==> src/rtl/sd_card_pkg.sv <==
// Shared types and constants for the SD card-side DAT transmitter.
// Optional build macro SD_CARD_DAT_CRC_INJECT_EN is consumed by sd_card_dat_tx.
package sd_card_pkg;

    typedef enum logic [2:0] {
        ST_IDLE,
        ST_NAC,
        ST_START,
        ST_DATA,
        ST_CRC,
        ST_END,
        ST_GAP
    } state_e;

    localparam logic [15:0] CRC16_POLY = 16'h1021;
    localparam int MIN_GAP_BITS_DEFAULT = 2;

    // Rearranges a payload word so byte0 sits in the top bits and leaves first.
    function automatic logic [31:0] wire_order(input logic [31:0] w);
        return {w[7:0], w[15:8], w[23:16], w[31:24]};
    endfunction

endpackage

==> src/rtl/sd_card_dat_tx_crc16.sv <==
// Serial CRC16 (x^16+x^12+x^5+1), one bit per enable; clear has priority.
module card_dat_crc16
    import sd_card_pkg::*;
(
    input  logic        clk_i,
    input  logic        rst_ni,
    input  logic        clr_i,
    input  logic        en_i,
    input  logic        bit_i,
    output logic [15:0] crc_o
);

    logic [15:0] crc_q;
    logic [15:0] crc_d;

    always_comb begin
        crc_d = crc_q;
        if (clr_i) begin
            crc_d = '0;
        end else if (en_i) begin
            crc_d = {crc_q[14:0], 1'b0} ^ ((bit_i ^ crc_q[15]) ? CRC16_POLY : 16'h0000);
        end
    end

    always_ff @(posedge clk_i) begin
        if (!rst_ni) begin
            crc_q <= '0;
        end else begin
            crc_q <= crc_d;
        end
    end

    assign crc_o = crc_q;

endmodule

==> src/rtl/sd_card_dat_tx.sv <==
// Card-side DAT transmitter: start bit, payload, per-lane CRC16, end bit, 1/4-bit mode.
// Define SD_CARD_DAT_CRC_INJECT_EN to add crc_inject_i (corrupts DAT0's last CRC bit).
module sd_card_dat_tx
    import sd_card_pkg::*;
#(
    parameter int MaxBlockBitSize = 10,
    parameter int MinGapBits      = MIN_GAP_BITS_DEFAULT
) (
    input  logic                       clk_i,
    input  logic                       rst_ni,
    input  logic                       sd_clk_en_i,
    input  logic                       start_i,
    input  logic [MaxBlockBitSize-1:0] block_size_i,
    input  logic [15:0]                block_count_i,
    input  logic                       bus_width_is_4_i,
    input  logic [7:0]                 nac_i,
    input  logic                       stop_i,
`ifdef SD_CARD_DAT_CRC_INJECT_EN
    input  logic                       crc_inject_i,
`endif
    input  logic [31:0]                data_i,
    input  logic                       data_valid_i,
    output logic                       data_ready_o,
    output logic [3:0]                 dat_o,
    output logic                       dat_en_o,
    output logic                       busy_o,
    output logic                       block_done_o,
    output logic                       done_o,
    output logic                       underrun_o,
    output state_e                     state_o
);

    localparam int CntW = MaxBlockBitSize + 3;
    localparam logic [7:0] GapLoad = (MinGapBits > 0) ? 8'(MinGapBits - 1) : 8'd0;

    state_e                     state_q, state_d;
    logic [MaxBlockBitSize-1:0] size_q, size_d;
    logic                       w4_q, w4_d;
    logic [7:0]                 nac_cnt_q, nac_cnt_d;
    logic [15:0]                blk_left_q, blk_left_d;
    logic [CntW-1:0]            data_left_q, data_left_d;
    logic [4:0]                 word_left_q, word_left_d;
    logic [31:0]                sh_q, sh_d;
    logic [3:0]                 crc_bit_q, crc_bit_d;
    logic [7:0]                 gap_q, gap_d;
    logic [3:0]                 dat_q, dat_d;
    logic                       dat_en_q, dat_en_d;
    logic                       block_done_q, block_done_d;
    logic                       done_q, done_d;
    logic                       underrun_q, underrun_d;
    logic                       stop_req_q, stop_req_d;
    logic                       stopping_q, stopping_d;
    logic                       inject_q, inject_d;

    logic [CntW-1:0] total_bits;
    logic            load_word;
    logic [31:0]     shift_src;
    logic [3:0]      lanes;
    logic [3:0]      crc_idx;
    logic            crc_lane0_bit;
    logic [3:0]      crc_nib;
    logic [3:0]      start_nib;
    logic            crc_clr;
    logic            crc_en;
    logic [15:0]     crc_lane [4];

    for (genvar l = 0; l < 4; l++) begin : g_crc
        card_dat_crc16 u_crc (
            .clk_i  (clk_i),
            .rst_ni (rst_ni),
            .clr_i  (crc_clr),
            .en_i   (crc_en),
            .bit_i  (lanes[l]),
            .crc_o  (crc_lane[l])
        );
    end

    assign total_bits = w4_q ? {2'b00, size_q, 1'b0} : {size_q, 3'b000};
    // A new word is fetched at the first data bit of a block and whenever the last one ran dry.
    assign load_word  = (state_q == ST_START) || (word_left_q == 5'd0);
    assign shift_src  = load_word ? wire_order(data_valid_i ? data_i : 32'hFFFF_FFFF) : sh_q;
    assign lanes      = w4_q ? shift_src[31:28] : {3'b111, shift_src[31]};
    assign crc_idx    = (state_q == ST_CRC) ? crc_bit_q - 4'd1 : 4'd15;
    assign crc_lane0_bit = crc_lane[0][crc_idx] ^ (inject_q && (crc_idx == 4'd0));
    assign crc_nib    = w4_q ? {crc_lane[3][crc_idx], crc_lane[2][crc_idx],
                                crc_lane[1][crc_idx], crc_lane0_bit}
                             : {3'b111, crc_lane0_bit};
    assign start_nib  = w4_q ? 4'h0 : 4'hE;

    always_comb begin
        state_d      = state_q;
        size_d       = size_q;
        w4_d         = w4_q;
        nac_cnt_d    = nac_cnt_q;
        blk_left_d   = blk_left_q;
        data_left_d  = data_left_q;
        word_left_d  = word_left_q;
        sh_d         = sh_q;
        crc_bit_d    = crc_bit_q;
        gap_d        = gap_q;
        dat_d        = dat_q;
        dat_en_d     = dat_en_q;
        block_done_d = 1'b0;
        done_d       = 1'b0;
        underrun_d   = underrun_q;
        stop_req_d   = stop_req_q | (stop_i && (state_q != ST_IDLE));
        stopping_d   = stopping_q;
        inject_d     = inject_q;
        data_ready_o = 1'b0;
        crc_clr      = 1'b0;
        crc_en       = 1'b0;

        if (sd_clk_en_i) begin
            if (stopping_q) begin
                state_d    = ST_IDLE;
                stopping_d = 1'b0;
                stop_req_d = 1'b0;
                dat_en_d   = 1'b0;
                dat_d      = 4'hF;
                done_d     = 1'b0 | 1'b1;
            end else if ((state_q != ST_IDLE) && (stop_i || stop_req_q)) begin
                // Abort: one all-ones bit time, then release; no partial CRC.
                stopping_d = 1'b1;
                stop_req_d = 1'b0;
                dat_d      = 4'hF;
            end else begin
                unique case (state_q)
                    ST_IDLE: begin
                        if (start_i && (block_size_i != '0)) begin
                            size_d     = block_size_i;
                            w4_d       = bus_width_is_4_i;
                            blk_left_d = block_count_i;
                            nac_cnt_d  = nac_i;
                            underrun_d = 1'b0;
                            stop_req_d = 1'b0;
                            state_d    = ST_NAC;
`ifdef SD_CARD_DAT_CRC_INJECT_EN
                            inject_d   = crc_inject_i;
`else
                            inject_d   = 1'b0;
`endif
                        end
                    end
                    ST_NAC, ST_GAP: begin
                        if ((state_q == ST_NAC) ? (nac_cnt_q == 8'd0) : (gap_q == 8'd0)) begin
                            state_d  = ST_START;
                            dat_d    = start_nib;
                            dat_en_d = 1'b1;
                            crc_clr  = 1'b1;
                        end else if (state_q == ST_NAC) begin
                            nac_cnt_d = nac_cnt_q - 8'd1;
                        end else begin
                            gap_d = gap_q - 8'd1;
                        end
                    end
                    ST_START, ST_DATA: begin
                        if ((state_q == ST_START) || (data_left_q != '0)) begin
                            state_d     = ST_DATA;
                            data_left_d = (state_q == ST_START) ? total_bits - 1'b1
                                                                : data_left_q - 1'b1;
                            dat_d       = lanes;
                            crc_en      = 1'b1;
                            sh_d        = w4_q ? {shift_src[27:0], 4'h0} : {shift_src[30:0], 1'b0};
                            word_left_d = load_word ? (w4_q ? 5'd7 : 5'd31) : word_left_q - 5'd1;
                            if (load_word) begin
                                if (data_valid_i) begin
                                    data_ready_o = 1'b1;
                                end else begin
                                    underrun_d = 1'b1;
                                end
                            end
                        end else begin
                            state_d   = ST_CRC;
                            crc_bit_d = 4'd15;
                            dat_d     = crc_nib;
                        end
                    end
                    ST_CRC: begin
                        if (crc_bit_q != 4'd0) begin
                            crc_bit_d = crc_bit_q - 4'd1;
                            dat_d     = crc_nib;
                        end else begin
                            state_d = ST_END;
                            dat_d   = 4'hF;
                        end
                    end
                    ST_END: begin
                        block_done_d = 1'b1;
                        dat_d        = 4'hF;
                        if (blk_left_q == 16'd1) begin
                            state_d  = ST_IDLE;
                            dat_en_d = 1'b0;
                            done_d   = 1'b1;
                        end else begin
                            // A count of 0 means unlimited and is never decremented.
                            if (blk_left_q != 16'd0) begin
                                blk_left_d = blk_left_q - 16'd1;
                            end
                            if (MinGapBits == 0) begin
                                state_d = ST_START;
                                dat_d   = start_nib;
                                crc_clr = 1'b1;
                            end else begin
                                state_d = ST_GAP;
                                gap_d   = GapLoad;
                            end
                        end
                    end
                    default: state_d = ST_IDLE;
                endcase
            end
        end
    end

    always_ff @(posedge clk_i) begin
        if (!rst_ni) begin
            state_q      <= ST_IDLE;
            size_q       <= '0;
            w4_q         <= 1'b0;
            nac_cnt_q    <= '0;
            blk_left_q   <= '0;
            data_left_q  <= '0;
            word_left_q  <= '0;
            sh_q         <= '0;
            crc_bit_q    <= '0;
            gap_q        <= '0;
            dat_q        <= 4'hF;
            dat_en_q     <= 1'b0;
            block_done_q <= 1'b0;
            done_q       <= 1'b0;
            underrun_q   <= 1'b0;
            stop_req_q   <= 1'b0;
            stopping_q   <= 1'b0;
            inject_q     <= 1'b0;
        end else begin
            state_q      <= state_d;
            size_q       <= size_d;
            w4_q         <= w4_d;
            nac_cnt_q    <= nac_cnt_d;
            blk_left_q   <= blk_left_d;
            data_left_q  <= data_left_d;
            word_left_q  <= word_left_d;
            sh_q         <= sh_d;
            crc_bit_q    <= crc_bit_d;
            gap_q        <= gap_d;
            dat_q        <= dat_d;
            dat_en_q     <= dat_en_d;
            block_done_q <= block_done_d;
            done_q       <= done_d;
            underrun_q   <= underrun_d;
            stop_req_q   <= stop_req_d;
            stopping_q   <= stopping_d;
            inject_q     <= inject_d;
        end
    end

    assign dat_o        = dat_q;
    assign dat_en_o     = dat_en_q;
    assign busy_o       = (state_q != ST_IDLE);
    assign block_done_o = block_done_q;
    assign done_o       = done_q;
    assign underrun_o   = underrun_q;
    assign state_o      = state_q;

endmodule

==> config.mk <==
export PLATFORM = sky130hd
export DESIGN_NAME = sd_card_dat_tx
export DESIGN_NICKNAME = d
export VERILOG_FILES = /design/src/rtl/sd_card_pkg.sv /design/src/rtl/sd_card_dat_tx_crc16.sv /design/src/rtl/sd_card_dat_tx.sv
export SDC_FILE = /design/constraint.sdc
export NUM_CORES = 1
export LEC_CHECK = 0
export ABC_CLOCK_PERIOD_IN_PS = 3200
export BUFFER_PORTS_ARGS = -buffer_cell sky130_fd_sc_hd__buf_4
export CELL_PAD_IN_SITES_DETAIL_PLACEMENT = 0
export CELL_PAD_IN_SITES_GLOBAL_PLACEMENT = 1
export CORE_MARGIN = 2
export CORE_UTILIZATION = 44
export CTS_CLUSTER_SIZE = 10
export DETAILED_ROUTE_END_ITERATION = 8
export GPL_TIMING_DRIVEN = 0
export PLACE_DENSITY_LB_ADDON = 0.1
export SYNTH_ARGS = -nofsm -noshare
export SYNTH_HDL_FRONTEND = slang
export SYNTH_SLANG_ARGS = --single-unit
export TNS_END_PERCENT = 50
==> constraint.sdc <==
create_clock -name clk_i -period 3.2 [get_ports clk_i]
set_input_delay 0.64 -clock clk_i [delete_from_list [all_inputs] [get_ports clk_i]]
set_output_delay 0.64 -clock clk_i [all_outputs]
set_load 0.1 [all_outputs]
==> flow_summary_export.csv, run 1 <==
group,metric,value,unit
cells_and_area,fillers,2268,
routing,num_vias,10200,
cts,cts.sink_count,173,
cells_and_area,insertedDiodeCount,0,
power_and_ir_drop,power-per-cell-area,545,mW/mm²
yosys,synth_area_leader_cell,"dfxtp_1",
sta,fin_crit,3.17,ns
yosys,synthMuxAreaShare,3.06,%
placement,io_buffers,84,
global_routing,grt_pass1_vias,9517,
yosys,synth_enable_flop_cells,0,
global_routing,grt_usage,27.3,%
setup_path,worstPathRequired,2.56,ns
yosys,synthAdderAreaFrac,1.54,%
sta,timing.hold.ws,0.455,ns
sta,slew_headroom,35.4,%
setup_path,cp.buffers_inverters,3,
run,maxCapViolations,0,
routing,wl_met1,14900,µm
sta,skew,0.0151,ns
setup_path,arrival,2.53,ns
routing,drtIter0Drc,709,
setup_path,cp-end-kind,"output port",
cts,path_clk_slew,0.07,ns
cts,h-tree-depth,4,
global_routing,grt_pass1_wl,51600,µm
setup_path,slowest_delay,0.44,ns
yosys,synth_xor_area_share,1.88,%
floorplan,die_h,153,µm
power_and_ir_drop,peakVddDrop,0.294,mV
yosys,synth_top_family_by_area,"simple AND/OR/NAND/NOR gates",
sta,setup_viol,0,
sta,rsz0062_at_grt,"true",
floorplan,coreArea,0.0218,mm²
cells_and_area,post-route-util,52.6,%
setup_path,worstSetupPathDepth,7,
yosys,synth-async-reset-ratio,0,%
yosys,synth_area,0.00977,mm²
sta,worst_pin_slew,0.956,ns
setup_path,cpLargestDelayFamily,"simple AND/OR/NAND/NOR gates",
floorplan,dieArea,0.0234,mm²
global_routing,grt_max_degree,19,
yosys,synth.avg_cell_area,7.26,µm²
routing,wl_met2,14500,µm
yosys,synth.area.top_cells,"dfxtp_1 (35%), nand2_1 (7.8%), nor2_1 (6.5%)",
cells_and_area,layout-drive-gt1-share,13.1,%
routing,drc,0,
hold_path,worstHoldPathCells,3,
routing,post_drt_via_cell_ratio,5.85,
cts,cts_tree,"built",
setup_path,r2r_cells,12,
placement,gp_congestion,0.919,
setup_path,worstPathCellList,"or3_1, or4_4, clkbuf_8, o211a_4, buf_12, and3_4, buf_12",
cts,clock_latency,0.45,ns
yosys,synth_top_area_share,35.5,%
setup_path,crit_path_top_delay_cell,"or4_4",
placement,place_hpwl,23800,µm
cells_and_area,area_growth,17.6,%
floorplan,die_w,153,µm
yosys,syn_inst,1346,
global_routing,globalRoute.totalOverflow,0,
routing,wl_met3,2040,µm
sta,hold_violations,0,
cts,hold_buffers,0,
setup_path,crit_top_cell,"buf_12",
yosys,syn-num-nets,1431,
cells_and_area,finalNonFillerCells,1742,
cells_and_area,multi_input_area,0.00588,mm²
floorplan,num_rows,54,
yosys,yosys.area_share.simple,28.2,%
routing,highest_layer,"met4",
routing,wl,32300,µm
setup_path,critPathLaunchType,"flop",
cts,ctsLongestPathBuffers,2,
power_and_ir_drop,p_leak,4.15,nW
floorplan,initial_core_util,44.7,%
yosys,synth_seq_cells,173,
cells_and_area,seq_area,0.00347,mm²
global_routing,antenna_found_initial,0,
yosys,synth_compound_area_share,24.6,%
routing,wl_per_cell,18.5,µm
cts,cts_root_buf,"clkbuf_16",
yosys,ys.flop_type,"dfxtp_1",
cells_and_area,fin_nets,1534,
setup_path,crit_fanout,18,
sta,fmax,0.315,GHz
setup_path,ff2ff_setup_slack,0.19,ns
routing,first_pass_iters,5,
sta,slew_violations,0,
yosys,seq_area_frac_synth,35.5,%
routing,ant_nets,0,
hold_path,hold_path.class,"input pin to flop",
yosys,synth.distinct_cells,79,
setup_path,worstSetupPathType,"flop to output port",
yosys,yosys_warnings,0,
cts,cts_buffers,17,
run_status,outcome,"finished clean",
floorplan,pin_count,86,
sta,timing.final.crit_share,99.1,%
placement,dp_cells,1710,
-- placed cells by master, fill, tap and decap left out, types with 8 or more instances in the layout --
cell,count
a211oi_1,20
a21oi_1,121
a22oi_1,9
a31oi_1,11
buf_2,24
buf_4,87
clkbuf_1,64
clkbuf_16,17
dfxtp_1,168
ha_1,12
inv_1,25
mux2i_1,22
nand2_1,201
nand2b_1,14
nand3_1,26
nor2_1,168
nor2b_1,34
nor3_1,87
nor4_1,8
o211ai_1,19
o21ai_0,115
o31ai_1,13
o32ai_1,9
or4_1,11
xnor2_1,13
xor2_1,8
-- cell families (layout without fill, tap and decap cells) --
group | Yosys count | in the layout
mux | 27 | 27
xor+xnor | 21 | 21
fa+ha+maj | 12 | 12
buf+inv | 128 | 244
compound gates | 388 | 388
simple gates | 597 | 597
flops | 173 | 173
-- report_power, final --
group | total [mW] | internal [mW] | switching, mW
Clock | 2.12 | 1.10 | 1.01
Combinational | 1.78 | 0.599 | 1.18
Sequential | 2.36 | 2.25 | 0.110
Total | 6.26 | 3.96 | 2.30
-- final cells by class --
| class | instances | share of cell area (%) |
|---|---|---|
| plain buffers | 100 | 3.94 |
| well taps | 280 | 3.05 |
| multi-input cells | 1045 | 51.2 |
| repair buffers | 86 | 5.73 |
| inverters | 26 | 0.861 |
| clock buffers | 18 | 3.74 |
| clock inverters | 14 | 1.31 |
| flip-flops and latches | 173 | 30.2 |
-- path summary, 6_finish.rpt --
check | endpoint | start
hold reg to reg | g_crc[0].u_crc.crc_o[6] | g_crc[0].u_crc.crc_o[6]
setup reg to reg | data_left_q[10] | state_o[0]
setup / recovery | data_ready_o | data_left_q[9]
hold / removal | size_q[7] | block_size_i[7]
-- cell usage after synthesis (all sizes together) (4+ instances only) --
library cell,instances
nor3,88
or4,13
nand2,202
o22ai,7
ha,12
nor2,168
o32ai,9
nand2b,14
mux2i,22
nand3,27
xnor2,13
dfxtp,173
buf,28
a22oi,9
o2111ai,5
a21o,7
a211oi,21
a32oi,4
o211ai,20
clkbuf,74
inv,25
and3,5
nor4,10
a21oi,121
nor2b,34
a31oi,12
o21ai,119
xor2,8
nor3b,8
or3,10
o21a,4
o221ai,6
o31ai,13
-- through the flow --
step / setup TNS, ns / worst slack, ns / power (mW) / instance area, µm²
after floorplan: -0.0138 / -0.0138 / 3.61 / 9770
after global placement: -3.33 / -0.457 / 4.10 / 10800
after detailed placement: -3.28 / -0.465 / 4.10 / 10800
after CTS: -0.121 / -0.0605 / 6.22 / 11400
after global routing: -0.0518 / -0.0518 / 6.54 / 11500
final: 0 / 0.0303 / 6.26 / 11500
-- flip-flops by register name, indices dropped and copies added, names as in the netlist, 3 cells and up --
name	cells
gap_q	8
blk_left_q	16
word_left_q	5
size_q	10
data_left_q	13
nac_cnt_q	8
sh_q	31
dat_o	4
g_crc.u_crc.crc_o	64
state_o	3
crc_bit_q	4
-- worst reg2reg max path, delay by kind of cell (launching register included) --
kind            cells  cell delay, ns
flops               1            0.33
simple gates        5            1.32
compound gates      2            0.21
buf+inv             4            0.80
fa+ha+maj           1            0.26
-- metal layers --
metal	GRT usage, %	up-vias
met1	38.0	4813
met4	8.95	0
met2	42.9	331
li1	-	4995
met5	0	-
met3	4.79	56
-- what timing repair did --
item / in CTS / in global routing
pin swaps: 0 / 1
setup endpoints to repair: 11 / 30
setup buffers: 0 / 2
resized for setup: 24 / 21
endpoints found under the hold margin: 0 / 0
Power figures use the tool's default switching activity.
==> run 2: changes to the inputs <==
--- a/config.mk
+++ b/config.mk
@@ -6,7 +6,7 @@
 export NUM_CORES = 1
 export LEC_CHECK = 0
 export ABC_CLOCK_PERIOD_IN_PS = 3200
-export BUFFER_PORTS_ARGS = -buffer_cell sky130_fd_sc_hd__buf_4
+export BUFFER_PORTS_ARGS = -buffer_cell sky130_fd_sc_hd__buf_2
 export CELL_PAD_IN_SITES_DETAIL_PLACEMENT = 0
 export CELL_PAD_IN_SITES_GLOBAL_PLACEMENT = 1
 export CORE_MARGIN = 2
==> run 2 against run 1 <==
- final cell count about the same
- first-iteration DRC count rose by 30%
- wire length up 0.45%
- maximum frequency shrank 0.37%
- setup slack worse by 0.012 ns
- final area fell by 2.0%
- flip-flop and latch count stayed put
- worst hold slack got worse by 0.010 ns
- sequential power about the same
- register-to-register slack worse by 0.11 ns
- clock skew about the same
- critical path depth down 1
- largest cell class unchanged
==> flow_summary_export.csv, run 2 (synthesized netlist as in run 1, its figures left out) <==
group,metric,value,unit
hold_path,hold_path.class,"input pin to flop",
run_status,outcome,"finished clean",
cells_and_area,finalNonFillerCells,1743,
sta,rsz0062_at_grt,"true",
cts,ctsLongestPathBuffers,2,
cts,cts_root_buf,"clkbuf_16",
sta,slew_violations,0,
cts,path_clk_slew,0.07,ns
sta,finalSetupTns,0,ns
setup_path,arrival,2.54,ns
setup_path,critPathLaunchType,"flop",
setup_path,worstPathRequired,2.56,ns
sta,worst_pin_slew,0.909,ns
global_routing,grt_max_degree,18,
setup_path,crit_top_cell,"buf_12",
floorplan,initial_core_util,44.7,%
placement,io_buffers,84,
global_routing,grt_pass1_wl,51600,µm
cells_and_area,final_cell_mix,"nand2_1 (201), nor2_1 (168), dfxtp_1 (168), a21oi_1 (121), o21ai_0 (115)",
cts,clock_latency,0.45,ns
floorplan,pin_count,86,
global_routing,antenna_found_initial,0,
cells_and_area,layout_commonest_cell,"nand2_1",
routing,drtIter0Drc,920,
placement,place_hpwl,23700,µm
routing,post_drt_via_cell_ratio,5.88,
global_routing,grt_pass1_vias,9492,
sta,fmax,0.314,GHz
global_routing,globalRoute.totalOverflow,0,
sta,fin_crit,3.18,ns
cts,cts_buffers,17,
cells_and_area,layout-drive-gt1-share,13.3,%
run,maxCapViolations,0,
floorplan,dieArea,0.0234,mm²
floorplan,coreArea,0.0218,mm²
setup_path,ff2ff_setup_slack,0.08,ns
floorplan,num_rows,54,
power_and_ir_drop,power-per-cell-area,545,mW/mm²
routing,wl_per_cell,18.6,µm
cells_and_area,fin_area,0.0113,mm²
cells_and_area,area_growth,15.3,%
sta,slew_headroom,39.4,%
sta,setup_viol,0,
routing,wl,32400,µm
cells_and_area,post-route-util,51.6,%
sta,timing.final.ws_setup,0.0185,ns
power_and_ir_drop,peakVddDrop,0.293,mV
global_routing,grt_usage,27.3,%
cells_and_area,largest_reg_flops,64,
cts,h-tree-depth,4,
setup_path,worstPathCellList,"or3_4, or4_4, o211a_4, buf_12, and3_4, buf_12",
routing,num_vias,10200,
routing,drc,0,
setup_path,crit_path_top_delay_cell,"or4_4",
power_and_ir_drop,p_leak,4.07,nW
setup_path,cp-end-kind,"output port",
routing,first_pass_iters,6,
floorplan,die_w,153,µm
setup_path,crit_fanout,18,
routing,ant_nets,0,
sta,skew,0.0147,ns
sta,hold_violations,0,
floorplan,die_h,153,µm
cts,cts.sink_count,173,
placement,dp_cells,1710,
setup_path,slowest_delay,0.57,ns
setup_path,worstSetupPathType,"flop to output port",
sta,timing.hold.ws,0.445,ns
power_and_ir_drop,finalPower,6.14,mW
placement,gp_congestion,0.957,
cts,cts_tree,"built",
placement,placed_area,0.0105,mm²
placement,pre_cts_ws,-0.600,ns
sta,timing.final.crit_share,99.4,%
cells_and_area,fin_nets,1534,
[run 2: changes by cell type in the layout (fill, tap and decap cells not counted), sizes merged]
cell / change
clkbuf: -1
bufinv: -1
buf: +1
clkinv: +1
diode: +1
[run 2: routing by layer]
| metal | routed length, µm | track usage, % | vias to the layer above | part of all wire, % |
|---|---|---|---|---|
| met5 | 0 | 0 | - | 0 |
| met4 | 609 | 7.85 | 0 | 1.9 |
| met3 | 2380 | 5.13 | 47 | 7.3 |
| met2 | 14600 | 43.3 | 370 | 45 |
| met1 | 14800 | 38.1 | 4847 | 46 |
| li1 | - | - | 4982 | - |
[run 2: critical path: cells and delay by family (launching register included)]
| kind | cells | cell delay (ns) |
|---|---|---|
| compound gates | 1 | 0.29 |
| buf+inv | 2 | 0.32 |
| flops | 1 | 0.34 |
| simple gates | 3 | 1.13 |
[run 2: final cells by class]
cell class              instances  area, µm²
clock buffers                  18        429
flip-flops and latches        173       3470
plain buffers                  98        439
diodes                          1       2.50
inverters                      26       98.8
fillers                      2249      10600
multi-input cells            1045       5870
clock inverters                14        128
well taps                     280        350
repair buffers                 88        465
[run 2: timing repair]
action                     in CTS  in global routing
hold buffers                    0                  0
resized for setup              24                 24
setup buffers                   0                  4
cloned                          0                  0
setup endpoints to repair      11                 43
pin swaps                       0                  3
[run 2: report_power, final]
group          total [mW]  switching, mW  internal (mW)
combinational        1.73           1.17          0.560
sequential           2.37          0.119           2.25
clock                2.04           1.01           1.03
total                6.14           2.30           3.84
[run 2: path summary, 6_finish.rpt]
check | from | endpoint | cells past startpoint
hold / removal | block_size_i[7] | size_q[7] | 3
setup reg to reg | crc_bit_q[0] | dat_o[0] | 10
setup / recovery | data_left_q[9] | data_ready_o | 6
hold reg to reg | g_crc[1].u_crc.crc_o[6] | g_crc[1].u_crc.crc_o[7] | 2
